--- config.mk ---
export PLATFORM = sky130hd
export DESIGN_NAME = cmd_parser
export DESIGN_NICKNAME = d
export VERILOG_FILES = /design/src/rtl/comm_pkg.sv /design/src/rtl/byte_strobe.sv /design/src/rtl/cmd_parser.sv
export SDC_FILE = /design/constraint.sdc
export NUM_CORES = 1
export LEC_CHECK = 0
export ABC_AREA = 1
export ABC_CLOCK_PERIOD_IN_PS = 1900
export CAP_MARGIN = 40
export CORE_ASPECT_RATIO = 0.6
export CORE_MARGIN = 2
export CORE_UTILIZATION = 40
export DETAILED_ROUTE_END_ITERATION = 10
export SYNTH_ARGS = -nofsm -noshare
export SYNTH_HDL_FRONTEND = slang
export SYNTH_SLANG_ARGS = --single-unit
--- constraint.sdc ---
create_clock -name clk -period 1.9 [get_ports clk]
set_input_delay 0.38 -clock clk [delete_from_list [all_inputs] [get_ports clk]]
set_output_delay 0.38 -clock clk [all_outputs]
set_load 0.01 [all_outputs]
--- src/rtl/comm_pkg.sv ---
// Shared definitions for the console command path.
// Holds the opcode encodings, payload lengths, the parser FSM state type
// and the default reset value of the output-enable mask.
package comm_pkg;

    localparam logic [7:0] OP_READ_EN   = 8'h01;
    localparam logic [7:0] OP_READ_MAP  = 8'h02;
    localparam logic [7:0] OP_WRITE_EN  = 8'h03;
    localparam logic [7:0] OP_WRITE_MAP = 8'h04;

    localparam logic [2:0] LEN_EN  = 3'd2;
    localparam logic [2:0] LEN_MAP = 3'd4;

    localparam logic [15:0] EN_RESET_DEF = 16'hAA55;

    typedef enum logic {
        ST_IDLE    = 1'b0,
        ST_PAYLOAD = 1'b1
    } parse_state_t;

    // Payload byte count for a write opcode; zero for anything else.
    function automatic logic [2:0] payload_len(input logic [7:0] op);
        case (op)
            OP_WRITE_EN:  payload_len = LEN_EN;
            OP_WRITE_MAP: payload_len = LEN_MAP;
            default:      payload_len = 3'd0;
        endcase
    endfunction

endpackage

--- src/rtl/byte_strobe.sv ---
// Rising-edge detector for a UART receive flag.
// Ports:
//   clk, rst_n    clock, asynchronous active-low reset
//   rx_ready_i    byte-available flag (level or pulse)
//   rx_data_i     received byte, valid while rx_ready_i is high
//   byte_evt_o    high in the cycle where rx_ready_i rises (combinational,
//                 so the consumer acts on the same edge the byte arrives)
//   byte_o        the byte: rx_data_i during the event, last captured
//                 byte otherwise
module byte_strobe (
    input  logic       clk,
    input  logic       rst_n,
    input  logic       rx_ready_i,
    input  logic [7:0] rx_data_i,
    output logic       byte_evt_o,
    output logic [7:0] byte_o
);

    logic       rx_ready_q;
    logic [7:0] byte_q;

    assign byte_evt_o = rx_ready_i & ~rx_ready_q;
    assign byte_o     = byte_evt_o ? rx_data_i : byte_q;

    always_ff @(posedge clk or negedge rst_n) begin
        if (!rst_n) begin
            rx_ready_q <= 1'b0;
            byte_q     <= 8'h00;
        end else begin
            rx_ready_q <= rx_ready_i;
            if (byte_evt_o) byte_q <= rx_data_i;
        end
    end

endmodule

--- src/rtl/cmd_parser.sv ---
// Byte-stream command parser for the console mux.
// Decodes a one-byte opcode plus optional big-endian payload and holds the
// live mux configuration. Writes commit atomically on the last payload
// byte; reads are posted to the TX responder over a valid/ready handshake.
// Ports:
//   clk, rst_n         clock, asynchronous active-low reset
//   rx_ready, rx_data  byte stream from uart_rx (event = rising rx_ready)
//   enable_mask        live 16-bit output-enable mask
//   pin_map            live 32-bit selector map
//   cfg_update         one-cycle pulse after a committed write
//   rd_valid, rd_sel   pending read request (0 = mask, 1 = map)
//   rd_ready           responder accepts the request
//   err                one-cycle pulse on a protocol error
//   err_count          saturating error counter
module cmd_parser
    import comm_pkg::*;
#(
    parameter int          TIMEOUT_CYCLES = 640,
    parameter logic [15:0] EN_RESET       = EN_RESET_DEF,
    parameter logic [31:0] MAP_RESET      = 32'h0000_0000
) (
    input  logic        clk,
    input  logic        rst_n,
    input  logic        rx_ready,
    input  logic [7:0]  rx_data,
    output logic [15:0] enable_mask,
    output logic [31:0] pin_map,
    output logic        cfg_update,
    output logic        rd_valid,
    output logic        rd_sel,
    input  logic        rd_ready,
    output logic        err,
    output logic [7:0]  err_count
);

    localparam int TW = $clog2(TIMEOUT_CYCLES);
    localparam logic [TW-1:0] TMO_LAST = TW'(TIMEOUT_CYCLES - 1);

    logic       byte_evt;
    logic [7:0] byte_val;

    byte_strobe u_strobe (
        .clk        (clk),
        .rst_n      (rst_n),
        .rx_ready_i (rx_ready),
        .rx_data_i  (rx_data),
        .byte_evt_o (byte_evt),
        .byte_o     (byte_val)
    );

    parse_state_t state_q, state_d;
    logic [2:0]   rem_q, rem_d;
    logic [31:0]  shadow_q, shadow_d;
    logic [TW-1:0] tmo_q, tmo_d;
    logic         is_map_q, is_map_d;
    logic [15:0]  en_q, en_d;
    logic [31:0]  map_q, map_d;
    logic         cfg_q, cfg_d;
    logic         rd_valid_q, rd_valid_d;
    logic         rd_sel_q, rd_sel_d;
    logic         err_q, err_d;
    logic [7:0]   err_cnt_q, err_cnt_d;

    always_ff @(posedge clk or negedge rst_n) begin
        if (!rst_n) begin
            state_q    <= ST_IDLE;
            rem_q      <= 3'd0;
            shadow_q   <= 32'h0;
            tmo_q      <= '0;
            is_map_q   <= 1'b0;
            en_q       <= EN_RESET;
            map_q      <= MAP_RESET;
            cfg_q      <= 1'b0;
            rd_valid_q <= 1'b0;
            rd_sel_q   <= 1'b0;
            err_q      <= 1'b0;
            err_cnt_q  <= 8'h00;
        end else begin
            state_q    <= state_d;
            rem_q      <= rem_d;
            shadow_q   <= shadow_d;
            tmo_q      <= tmo_d;
            is_map_q   <= is_map_d;
            en_q       <= en_d;
            map_q      <= map_d;
            cfg_q      <= cfg_d;
            rd_valid_q <= rd_valid_d;
            rd_sel_q   <= rd_sel_d;
            err_q      <= err_d;
            err_cnt_q  <= err_cnt_d;
        end
    end

    always_comb begin
        state_d    = state_q;
        rem_d      = rem_q;
        shadow_d   = shadow_q;
        tmo_d      = tmo_q;
        is_map_d   = is_map_q;
        en_d       = en_q;
        map_d      = map_q;
        cfg_d      = 1'b0;
        rd_valid_d = rd_valid_q;
        rd_sel_d   = rd_sel_q;
        err_d      = 1'b0;
        err_cnt_d  = err_cnt_q;

        // Handshake retires the request; rd_ready alone is ignored.
        if (rd_valid_q && rd_ready) rd_valid_d = 1'b0;

        case (state_q)
            ST_IDLE: begin
                if (byte_evt) begin
                    case (byte_val)
                        OP_READ_EN, OP_READ_MAP: begin
                            // Only one outstanding read; a second one is
                            // dropped even if the first retires this cycle.
                            if (rd_valid_q) begin
                                err_d = 1'b1;
                            end else begin
                                rd_valid_d = 1'b1;
                                rd_sel_d   = (byte_val == OP_READ_MAP);
                            end
                        end
                        OP_WRITE_EN, OP_WRITE_MAP: begin
                            rem_d    = payload_len(byte_val);
                            is_map_d = (byte_val == OP_WRITE_MAP);
                            shadow_d = 32'h0;
                            tmo_d    = '0;
                            state_d  = ST_PAYLOAD;
                        end
                        default: err_d = 1'b1;
                    endcase
                end
            end
            ST_PAYLOAD: begin
                // A byte beats a coincident timeout.
                if (byte_evt) begin
                    shadow_d = {shadow_q[23:0], byte_val};
                    rem_d    = rem_q - 3'd1;
                    tmo_d    = '0;
                    if (rem_q == 3'd1) begin
                        if (is_map_q) map_d = shadow_d;
                        else          en_d  = shadow_d[15:0];
                        cfg_d   = 1'b1;
                        state_d = ST_IDLE;
                    end
                end else if (tmo_q == TMO_LAST) begin
                    // Abandon the frame; the shadow is simply never used.
                    err_d   = 1'b1;
                    state_d = ST_IDLE;
                end else begin
                    tmo_d = tmo_q + TW'(1);
                end
            end
            default: state_d = ST_IDLE;
        endcase

        if (err_d && err_cnt_q != 8'hFF) err_cnt_d = err_cnt_q + 8'd1;
    end

    assign enable_mask = en_q;
    assign pin_map     = map_q;
    assign cfg_update  = cfg_q;
    assign rd_valid    = rd_valid_q;
    assign rd_sel      = rd_sel_q;
    assign err         = err_q;
    assign err_count   = err_cnt_q;

endmodule

Word level (Yosys, flattened, before mapping)
Index checks and enable logic that the tools add are counted.
Storage, ports and cells
  RAM bits: 0
  logic and storage cells: 78
  bits in registers: 108
  bits in latches: 0
  input bits: 12
  memory bits (read-only): 0
  memories kept: 0
  output and inout port bits: 60
Cells by class
  equal/unequal tests: 11
  mux-type cells: 35
  add/sub/neg operators: 3
  div/mod/pow operators: 0
  bitwise gates (word level): 5
  shift operators: 0
  reduce and logical (&&, ||, !) cells: 10
  $lt $le $gt $ge: 0
  multipliers: 0
Operator list (count)
  $mux 24: 3
  $pmux 24 s2: 1
  $mux 10: 4
  $pmux 10 s2: 1
  $mux 1: 17
  $eq 8x2->1 const B: 2
  $pmux 3 s2: 2
  $reduce_and 4->1: 3
  $add 10x1->10 const B: 1
  $eq 10x10->1 const B: 1
  $mux 3: 3
  $reduce_and 3->1: 3
  $add 8x1->8 const B: 1
  $eq 8x1->1 const B: 1
  $eq 8x3->1 const B: 1
  $mux 8: 1
  $ne 8x8->1 const B: 1
  $pmux 1 s2: 3
  $ne 2x2->1 const B: 2
  $not 1->1: 4
  $reduce_or 2->1: 2
  $eq 3x1->1 const B: 1
  $ne 3x3->1 const B: 1
  $sub 3x1->3 const B: 1
  other kinds (3): 4

Logic depth before layout (Yosys ltp)
Gate-level depths: netlist of the first run.
  word-level depth: 9
  mapped depth: 15
  depth with buffers taken out: 14

By module
From an unflattened synthesis of the first run, not the netlist that was laid out.
Unflattened totals
  cell total of the unflattened synthesis: 480
  area, all modules: 4687.0 µm²
Modules (own cells, without submodules)
  cmd_parser: instances 1, area each 4315.4 µm², cells each 443, seq. area each 2487.4 µm²
  byte_strobe: instances 1, area each 371.6 µm², cells each 37, seq. area each 225.2 µm²

Least setup slack after synthesis of the first run
No wires, ideal clock.
  path type: register to register
  start point: register tmo_q[0]
  end point: register err_cnt_q[5] (netlist: err_count[5])
  required time: 1.781 ns
  slack: 0.163 ns
  arrival: 1.618 ns
  path buffers: 0
  cell stages (with the launch flop): 11
  setup time: 0.119 ns
  period minus slack after synthesis: 1.737 ns
  cell sequence: dfrtp_1 ha_1 nand2_1 nor2_1 inv_1 nor3_1 nand3_1 nand2_2 nand2_2 nand2_1 nand2_1
On the way
  longest elaborated chain between the ends: 5
Ends and longest elaborated chain
  start, declared: line cmd_parser.sv:54  | logic [TW-1:0] tmo_q, tmo_d;
  start signal, assigned: line cmd_parser.sv:82  | tmo_q <= tmo_d;
  $eq 10x10->1: line cmd_parser.sv:148  | end else if (tmo_q == TMO_LAST) begin
  $mux 1: line cmd_parser.sv:148
  $mux 1: line cmd_parser.sv:138  | if (byte_evt) begin
  $pmux 1 s2: line cmd_parser.sv:111  | case (state_q)
  named net err_d: line cmd_parser.sv:61  | logic err_q, err_d;
  $logic_and 1x1->1: line cmd_parser.sv:159  | if (err_d && err_cnt_q != 8'hFF) err_cnt_d = err_cnt_q + 8'd1;
  end signal, assigned: line cmd_parser.sv:90  | err_cnt_q <= err_cnt_d;
  end, declared: line cmd_parser.sv:62  | logic [7:0] err_cnt_q, err_cnt_d;
The timed path passes the listed nets, and every way through them passes these cells.
A chain may end at the register's enable or synchronous reset.

Worst setup path in the final report of the first run
  start point: register en_q[0] (netlist: enable_mask[0])
  end point: output enable_mask[0]
RTL lines
  start, declared: line cmd_parser.sv:56  | logic [15:0] en_q, en_d;
  start signal, assigned: line cmd_parser.sv:84  | en_q <= en_d;
  end, declared: line cmd_parser.sv:26  | output logic [15:0] enable_mask,
No word-level cell between the ends.

==> run metrics, run 1 <==
PwrDens=1070 mW/mm2; Leak=0.00293 uW; DR vias=approximately 3,800; DP Wirelength=7680 um; Final #Nets=~630; DRT iter0 DRCs=220; register area share after synthesis=0.580; r2r startpoint=u_strobe.rx_ready_q; die boundary width=144 um; met1 Use GR=0.286; first-pass GRT wire length=17,900 um; core area=between 0.01 and 0.015 mm2; DIE AREA=0.0126 mm2; Async S/R FF share, synth=1.00; worst-margin pin slew=0.502 ns; htree depth=3; EDFF count, synth=0; Detailed Route WL=11,400 um; Ant. Diodes=0; Synth area leader=dfrtp_1; cell family with the largest share of critical-path delay=flip-flops; Mapped Area=0.00467 mm2; post-detailed-route count of antenna-violating nets=0; max-slew violations=0; Main synth FF type=dfrtp_1; Placement Setup Slack=-0.465 ns; I/O pins=72; top cells by area, synth=dfrtp_1, nand2_1, o21ai_0; Tot Pwr=between 6000 and 7000 uW; clock tree buffer depth=2; minimum clock period=1.82 ns; initial antenna violation count=0; Netlist cell types=34; final critical-path share of the clock period=0.960; layout cells sized above 1=0.242; reg2reg setup slack=0.11 ns; GR Overflow Total=0; Layout area overhead=37.5%; busiest grt layer=met1; Initial Util=0.412; Via density=4.84; Max Fanout on Critical Path=2; cells after synthesis=489; CTS Sinks=108; Final GP Congestion=0.878; Max stage delay on crit path=0.56 ns; CP arrival=roughly 1.4 ns; slowest CP cell=dfstp_2; Synth Warn #=0; final core utilization=0.567; GRT met3 Usage=0.0503; wire length per cell=approximately 15 um; CP Cell Sequence=clkdlybuf4s50_1; max-capacitance violation count=0; kind of critical path=reg2out; row count=30; setup TNS=0 ns; worst path bufs/invs=1; Hold WS=0.0388 ns; r2r worst-path depth=13; PnR worst setup slack=0.0761 ns; commonest non-fill, non-tap cell in the layout=nand2_1; CTS tree=done; met2 Use GR=0.261; most frequent cells in the layout=nand2_1, dfrtp_1, clkdlybuf4s50_1; Final Hold Vio Count=0; Startpoint Class=flip-flop; cts hold-fix bufs=0; Detailed Routing Iterations Pass 1=4; DRC Markers=0; VDD IR-drop max=606 uV; CP endpoint kind=primary output; Clock Latency Late Sink=0.35 ns; #FFs+latches synth=108; Worst-path clk slew=0.07 ns; largest net degree at the start of global routing=71; Final Skew=0.00779 ns; Mean Syn Cell Area=9.56 um2; status=finished, final reports clean; final setup fails=0; HP Class=in2async; number of global-route vias before repair=3,459; CTS buffer count=9; Synth top area share=0.535; Fmax=between 500 and 600 MHz; die height=87.7 um; Req. time, crit path=1.52 ns; RR Endpoint=rem_q[2]; Post-Synthesis Net Count=505; IO buf count=71; Global Route Usage Sum=0.185; clk root buf=clkbuf_16; relative slew slack=0.665
[metrics by stage]
step                      instances  cell area [um2]
after global placement          744             5860
after CTS                       763             6220
final                           775             6430
after global routing            775             6430
after floorplan                 489             4670
after detailed placement        744             5860
[worst max path at each step]
stage / start / to / slack, ns / cells past startpoint
detailed placement: rx_ready / err_count[2] / -0.46 / 15
global placement: rx_ready / err_count[7] / -0.42 / 15
global route: u_strobe.rx_ready_q / rem_q[2] / -0.01 / 13
CTS: rx_ready / rem_q[1] / 0.05 / 14
finish: enable_mask[0] / enable_mask[0] / 0.08 / 1
floorplan: tmo_q[0] / err_count[5] / 0.16 / 10
[synthesized netlist by cell type (4+ instances only)]
cell and count:
nor3_1 5, buf_6 4, o21ai_1 13, o21ai_0 55, clkbuf_1 9, ha_1 4
nor2_1 13, xor2_1 5, nand2_2 19, nand2_1 113, dfrtp_1 100, o21ai_2 4
dfstp_2 8, nand4_1 6, o22ai_1 9, nand3_1 28, inv_1 53, inv_2 4
o22ai_2 10
[cell type report]
class	count	area (um2)
inverters	58	223
clock buffers	10	239
clock inverters	6	47.5
repair inverters	1	7.51
flip-flops and latches	108	2710
fillers	986	4910
repair buffers	125	1250
multi-input cells	307	1740
well taps	160	200
[layer usage]
layer | share of wire | wire (um)
met4 | 0.0084 | 95
met2 | 0.43 | 4890
met5 | 0 | 0
met1 | 0.51 | 5810
met3 | 0.050 | 570
[repair_timing]
action                     CTS  global route
resized for setup            6            28
pin swaps                    3            13
setup buffers                0             9
cloned                       3             3
setup endpoints to repair   39            51
[power breakdown]
group | internal, uW | switching, uW
Clock | 935 | 869
Combinational | 906 | 1090
Sequential | 2810 | 245
Total | 4650 | 2210
[cell families (layout without fill, tap and decap cells)]
logic type,Yosys count,in the layout,synth area share
adder cells (fa/ha/maj),4,4,0.0107
AND/OR/NAND/NOR,198,200,0.197
AO/OA/AOI/OAI,96,96,0.126
XOR/XNOR,7,7,0.0131
flip-flops,108,108,0.580
buffers and inverters,76,200,0.0723
[flip-flops by register name, indices dropped and copies added, names as in the netlist]
name / cells
cfg_update: 1
enable_mask: 16
err: 1
err_count: 8
is_map_q: 1
pin_map: 32
rd_sel: 1
rd_valid: 1
rem_q: 3
shadow_q: 24
state_q: 1
tmo_q: 10
u_strobe.byte_q: 8
u_strobe.rx_ready_q: 1
Note: power is estimated with default switching activity, not from simulation.
==> run 2, diff against run 1 <==
Settings changed: PLACE_DENSITY set to 0.73.
==> run metrics, run 2 (same netlist as run 1, synthesis figures left out) <==
commonest non-fill, non-tap cell in the layout=nand2_1; I/O pins=72 (unchanged); Leak=0.00299 uW (+2.1%); initial antenna violation count=0 (unchanged); wire length per cell=15.3 um (+4.2%); area of the multi-input gates=0.00175 mm2 (about the same); Initial Util=0.412 (unchanged); core area=0.0113 mm2 (unchanged); final critical-path share of the clock period=0.979 (+0.0189); Via density=4.94 (+2.1%); reg2reg setup slack=0.09 ns (-0.02 ns); GR Overflow Total=0 (unchanged); Worst-path clk slew=0.08 ns (about the same); PnR worst setup slack=0.0401 ns (-0.0359 ns); htree depth=3 (unchanged); HP Class=in2async; number of fill cells=941 (-4.6%); layout cells sized above 1=0.246 (+0.00412); Clock Latency Late Sink=0.36 ns (about the same); Fmax=538 MHz (-1.9%); IO buf count=71 (unchanged); most frequent cells in the layout=nand2_1, dfrtp_1, clkdlybuf4s50_1; kind of critical path=in2reg; DP Wirelength=8240 um (+7.2%); max reg flops=32 (unchanged); worst path bufs/invs=3 (+2); Final #Nets=636 (+1.6%); setup TNS=0 ns (unchanged); minimum clock period=1.86 ns (+0.0359 ns); CP arrival=2.09 ns (+0.65 ns); die boundary width=144 um (unchanged); DRC Markers=0 (unchanged); Ant. Diodes=0 (unchanged); DRT iter0 DRCs=250 (+14%); slowest CP cell=clkdlybuf4s50_1; number of global-route vias before repair=3,713 (+7.3%); CTS tree=done; clock tree buffer depth=2 (unchanged); cell family with the largest share of critical-path delay=simple AND/OR/NAND/NOR gates; Max Fanout on Critical Path=5 (+3); Detailed Route WL=12,000 um (+5.5%); post-detailed-route count of antenna-violating nets=0 (unchanged); Req. time, crit path=2.13 ns (+0.61 ns); max-capacitance violation count=0 (unchanged); status=finished, final reports clean; CP endpoint kind=flip-flop; worst-margin pin slew=0.383 ns (-0.120 ns); Final GP Congestion=0.830 (-5.5%); Placement Setup Slack=-0.543 ns (-0.0787 ns); Startpoint Class=input pin; Final Hold Vio Count=0 (unchanged); Detailed Routing Iterations Pass 1=5 (+1); Layout area overhead=39.3%; relative slew slack=0.743 (+0.0778); clk root buf=clkbuf_16; DIE AREA=0.0126 mm2 (unchanged); die height=87.7 um (unchanged); Global Route Usage Sum=0.194 (+0.00818); CTS Sinks=108 (unchanged); PwrDens=1070 mW/mm2 (+0.65%); Hold WS=0.456 ns (+0.418 ns); RSZ-0062 raised after global routing=true; row count=30 (unchanged); first-pass GRT wire length=18,800 um (+5.1%); final setup fails=0 (unchanged); max-slew violations=0 (unchanged); Final Skew=0.00878 ns (+0.000990 ns); CP Cell Sequence=clkdlybuf4s50_1, nand3_1, nand2_1, nor2_1, nand2_2, inv_2, nand2_1, nand2_2, nand2_4, nand2_8, buf_12, o21ai_1, o21ai_1; largest net degree at the start of global routing=51 (-28%); CTS buffer count=9 (unchanged); VDD IR-drop max=525 uV (-13%); DR vias=3,877 (+3.4%); area of all sequential standard cells=0.00271 mm2 (unchanged); Max stage delay on crit path=0.57 ns (about the same)
[run 2: changes by cell type in the layout (fill, tap and decap cells not counted), sizes merged]
cell           delta
inv               +2
buf               +9
dlygate4sd3       +1
clkdlybuf4s15     +1
clkbuf            -2
dlymetal6s2s      -2
clkinvlp          -3
clkdlybuf4s50     +2
clkinv            +2
[run 2: routing by layer]
metal  wire, um  GRT usage
met2       5500      0.304
met4        161     0.0535
met1       5780      0.274
met5          0          0
met3        549     0.0432
[run 2: layout make-up]
class,instances,share of cell area
tap,160,0.0307
timing repair buffer,135,0.204
sequential,108,0.417
clock inverter,7,0.0106
timing repair inverter,1,0.00115
clock buffer,9,0.0346
multi-input combinational,307,0.268
inverter,58,0.0342
[run 2: stage by stage]
step,area [um2],cells,power [uW],util
CTS,6350,778,6940,0.560
global placement,5900,752,4900,0.521
detailed placement,5900,752,5000,0.521
global route,6510,785,7380,0.574
floorplan,4670,489,4100,-
finish,6510,785,6990,0.574
[run 2: power by group]
| group | internal [uW] | switching [uW] | total, uW |
|---|---|---|---|
| Sequential | 2810 | 262 | 3070 |
| Combinational | 935 | 1140 | 2080 |
| Clock | 929 | 916 | 1850 |
[run 2: timing repair]
action	in CTS	in global routing
pin swaps	2	14
endpoints found under the hold margin	18	0
buffers inserted	6	4
cloned	3	3
gates resized for setup	9	27
hold buffers	1	0
setup endpoints to repair	72	68
[run 2: path summary, 6_finish.rpt]
path,from,end,cells past startpoint
hold reg to reg,pin_map[24],pin_map[24],2
hold / removal,rst_n,err,2
setup / recovery,rx_data[6],rem_q[1],13
max in group asynchronous,rst_n,enable_mask[0],3
setup reg to reg,u_strobe.rx_ready_q,tmo_q[6],13
min in group clk,pin_map[24],pin_map[24],2
==> run 3, diff against run 2 <==
Settings changed: PLACE_DENSITY 0.73 to unset, PLACE_DENSITY_LB_ADDON set to 0.08, SKIP_CTS_REPAIR_TIMING set to 1.
==> run metrics, run 3 (same netlist as run 1, synthesis figures left out) <==
worst path bufs/invs=3 (unchanged); Startpoint Class=flip-flop; core area=0.0113 mm2 (unchanged); DP Wirelength=7810 um (-5.2%); wire length per cell=15.1 um (-1.3%); max-slew violations=0 (unchanged); CP Cell Sequence=clkinv_4, nand2_8, buf_6, nand2_2, nand2_2, nor2_2, nand2_2, inv_2, o21ai_1, nand3_2, nand2_4, nand2_8, nand2_2, nand2_1; GR Overflow Total=0 (unchanged); clk root buf=clkbuf_16; most frequent cells in the layout=dfrtp_1, nand2_1, clkdlybuf4s50_1; Fmax=529 MHz (-1.7%); cell mode on critical path=nand2_2; DR vias=3,739 (-3.6%); initial antenna violation count=0 (unchanged); layout cells sized above 1=0.277 (+0.0301); reg2reg setup slack=0.008 ns (-0.08 ns); DIE AREA=0.0126 mm2 (unchanged); first-pass GRT wire length=18,200 um (-3.2%); htree depth=3 (unchanged); DRC Markers=0 (unchanged); RSZ-0062 raised after global routing=true; Global Route Usage Sum=0.186 (-0.00812); Final Hold Vio Count=0 (unchanged); commonest non-fill, non-tap cell in the layout=dfrtp_1; status=finished, final reports clean; CTS tree=done; final setup fails=0 (unchanged); setup TNS=0 ns (unchanged); Worst-path clk slew=0.07 ns (about the same); HP Class=in2async; I/O pins=72 (unchanged); CP arrival=2.12 ns (+0.03 ns); VDD IR-drop max=560 uV (+6.7%); final critical-path share of the clock period=0.996 (+0.0167); Detailed Route WL=11,800 um (-1.7%); Initial Util=0.412 (unchanged); number of standard cells in the layout, taps in and fillers out=782 (-0.38%); slowest CP cell=dfrtp_1; Req. time, crit path=2.12 ns (about the same); placed cell count=746 (-0.80%); CTS buffer count=9 (unchanged); kind of critical path=reg2reg; Leak=0.00300 uW (+0.33%); CTS Sinks=108 (unchanged); post-detailed-route count of antenna-violating nets=0 (unchanged); Layout area overhead=41.3%; cell family with the largest share of critical-path delay=simple AND/OR/NAND/NOR gates; Final #Nets=633 (-0.47%); Final GP Congestion=0.797 (-4.0%); Final Skew=0.0113 ns (+0.00256 ns); area of all sequential standard cells=0.00271 mm2 (about the same); Max Fanout on Critical Path=8 (+3); minimum clock period=1.89 ns (+0.0318 ns); row count=30 (unchanged); die boundary width=144 um (unchanged); number of global-route vias before repair=3,571 (-3.8%); relative slew slack=0.733 (-0.0103); Detailed Routing Iterations Pass 1=4 (-1); CP endpoint kind=flip-flop; IO buf count=71 (unchanged); final core utilization=0.583 (+0.00839); Clock Latency Late Sink=0.35 ns (about the same); Ant. Diodes=0 (unchanged); largest net degree at the start of global routing=49 (-3.9%); Via density=4.78 (-3.2%); worst-margin pin slew=0.398 ns (+0.0153 ns); die height=87.7 um (unchanged); number of fill cells=996 (+5.8%); max reg flops=32 (unchanged); max-capacitance violation count=0 (unchanged); PwrDens=1060 mW/mm2 (-1.3%); Max stage delay on crit path=0.44 ns (-0.13 ns); clock tree buffer depth=2 (unchanged); DRT iter0 DRCs=247 (-1.2%); area of the multi-input gates=0.00186 mm2 (+6.3%)
==> run 3: cell count changes in the layout (fill, tap and decap cells not counted), moves of 4 or more <==
cell / change
o21ai_0: -4
nand2_2: +9
o21ai_2: +7
buf_4: -6
nand2_1: -12
==> run 3: final timing paths <==
kind                                     start                   to  depth (start not counted)
min in group clk                      rx_ready  u_strobe.rx_ready_q                          2
min                                      rst_n      enable_mask[14]                          2
max                        u_strobe.rx_ready_q         err_count[5]                         14
min reg2reg                         pin_map[5]           pin_map[5]                          2
max in group asynchronous                rst_n      enable_mask[11]                          3
max reg2reg                u_strobe.rx_ready_q         err_count[5]                         14
==> run 3: metrics by stage <==
step,area [um2],total power [uW],setup slack [ns],hold slack [ns]
finish,6610,7000,0.00836,0.453
global route,6610,7430,-0.0906,0.460
CTS,6150,6740,-0.180,-0.0948
detailed placement,5870,4950,-0.516,0.280
global placement,5870,4910,-0.459,0.279
floorplan,4670,4100,0.163,0.0844
==> run 3: area by class of cell <==
class / count / share of cell area
flip-flops and latches: 108 / 0.411
well taps: 160 / 0.0303
multi-input cells: 307 / 0.281
clock inverters: 5 / 0.00701
repair buffers: 133 / 0.202
inverters: 58 / 0.0337
clock buffers: 11 / 0.0352
==> run 3: power breakdown <==
part	switching [uW]	total (uW)	internal, uW
logic	1180	2170	985
registers	237	3050	2810
clock network	876	1790	913
==> run 3: metal layers <==
| metal | vias up | track usage | part of all wire |
|---|---|---|---|
| met5 | - | 0 | 0 |
| met2 | 68 | 0.273 | 0.42 |
| met1 | 1817 | 0.281 | 0.53 |
| li1 | 1848 | - | - |
| met4 | 0 | 0.0481 | 0.0059 |
| met3 | 6 | 0.0383 | 0.037 |
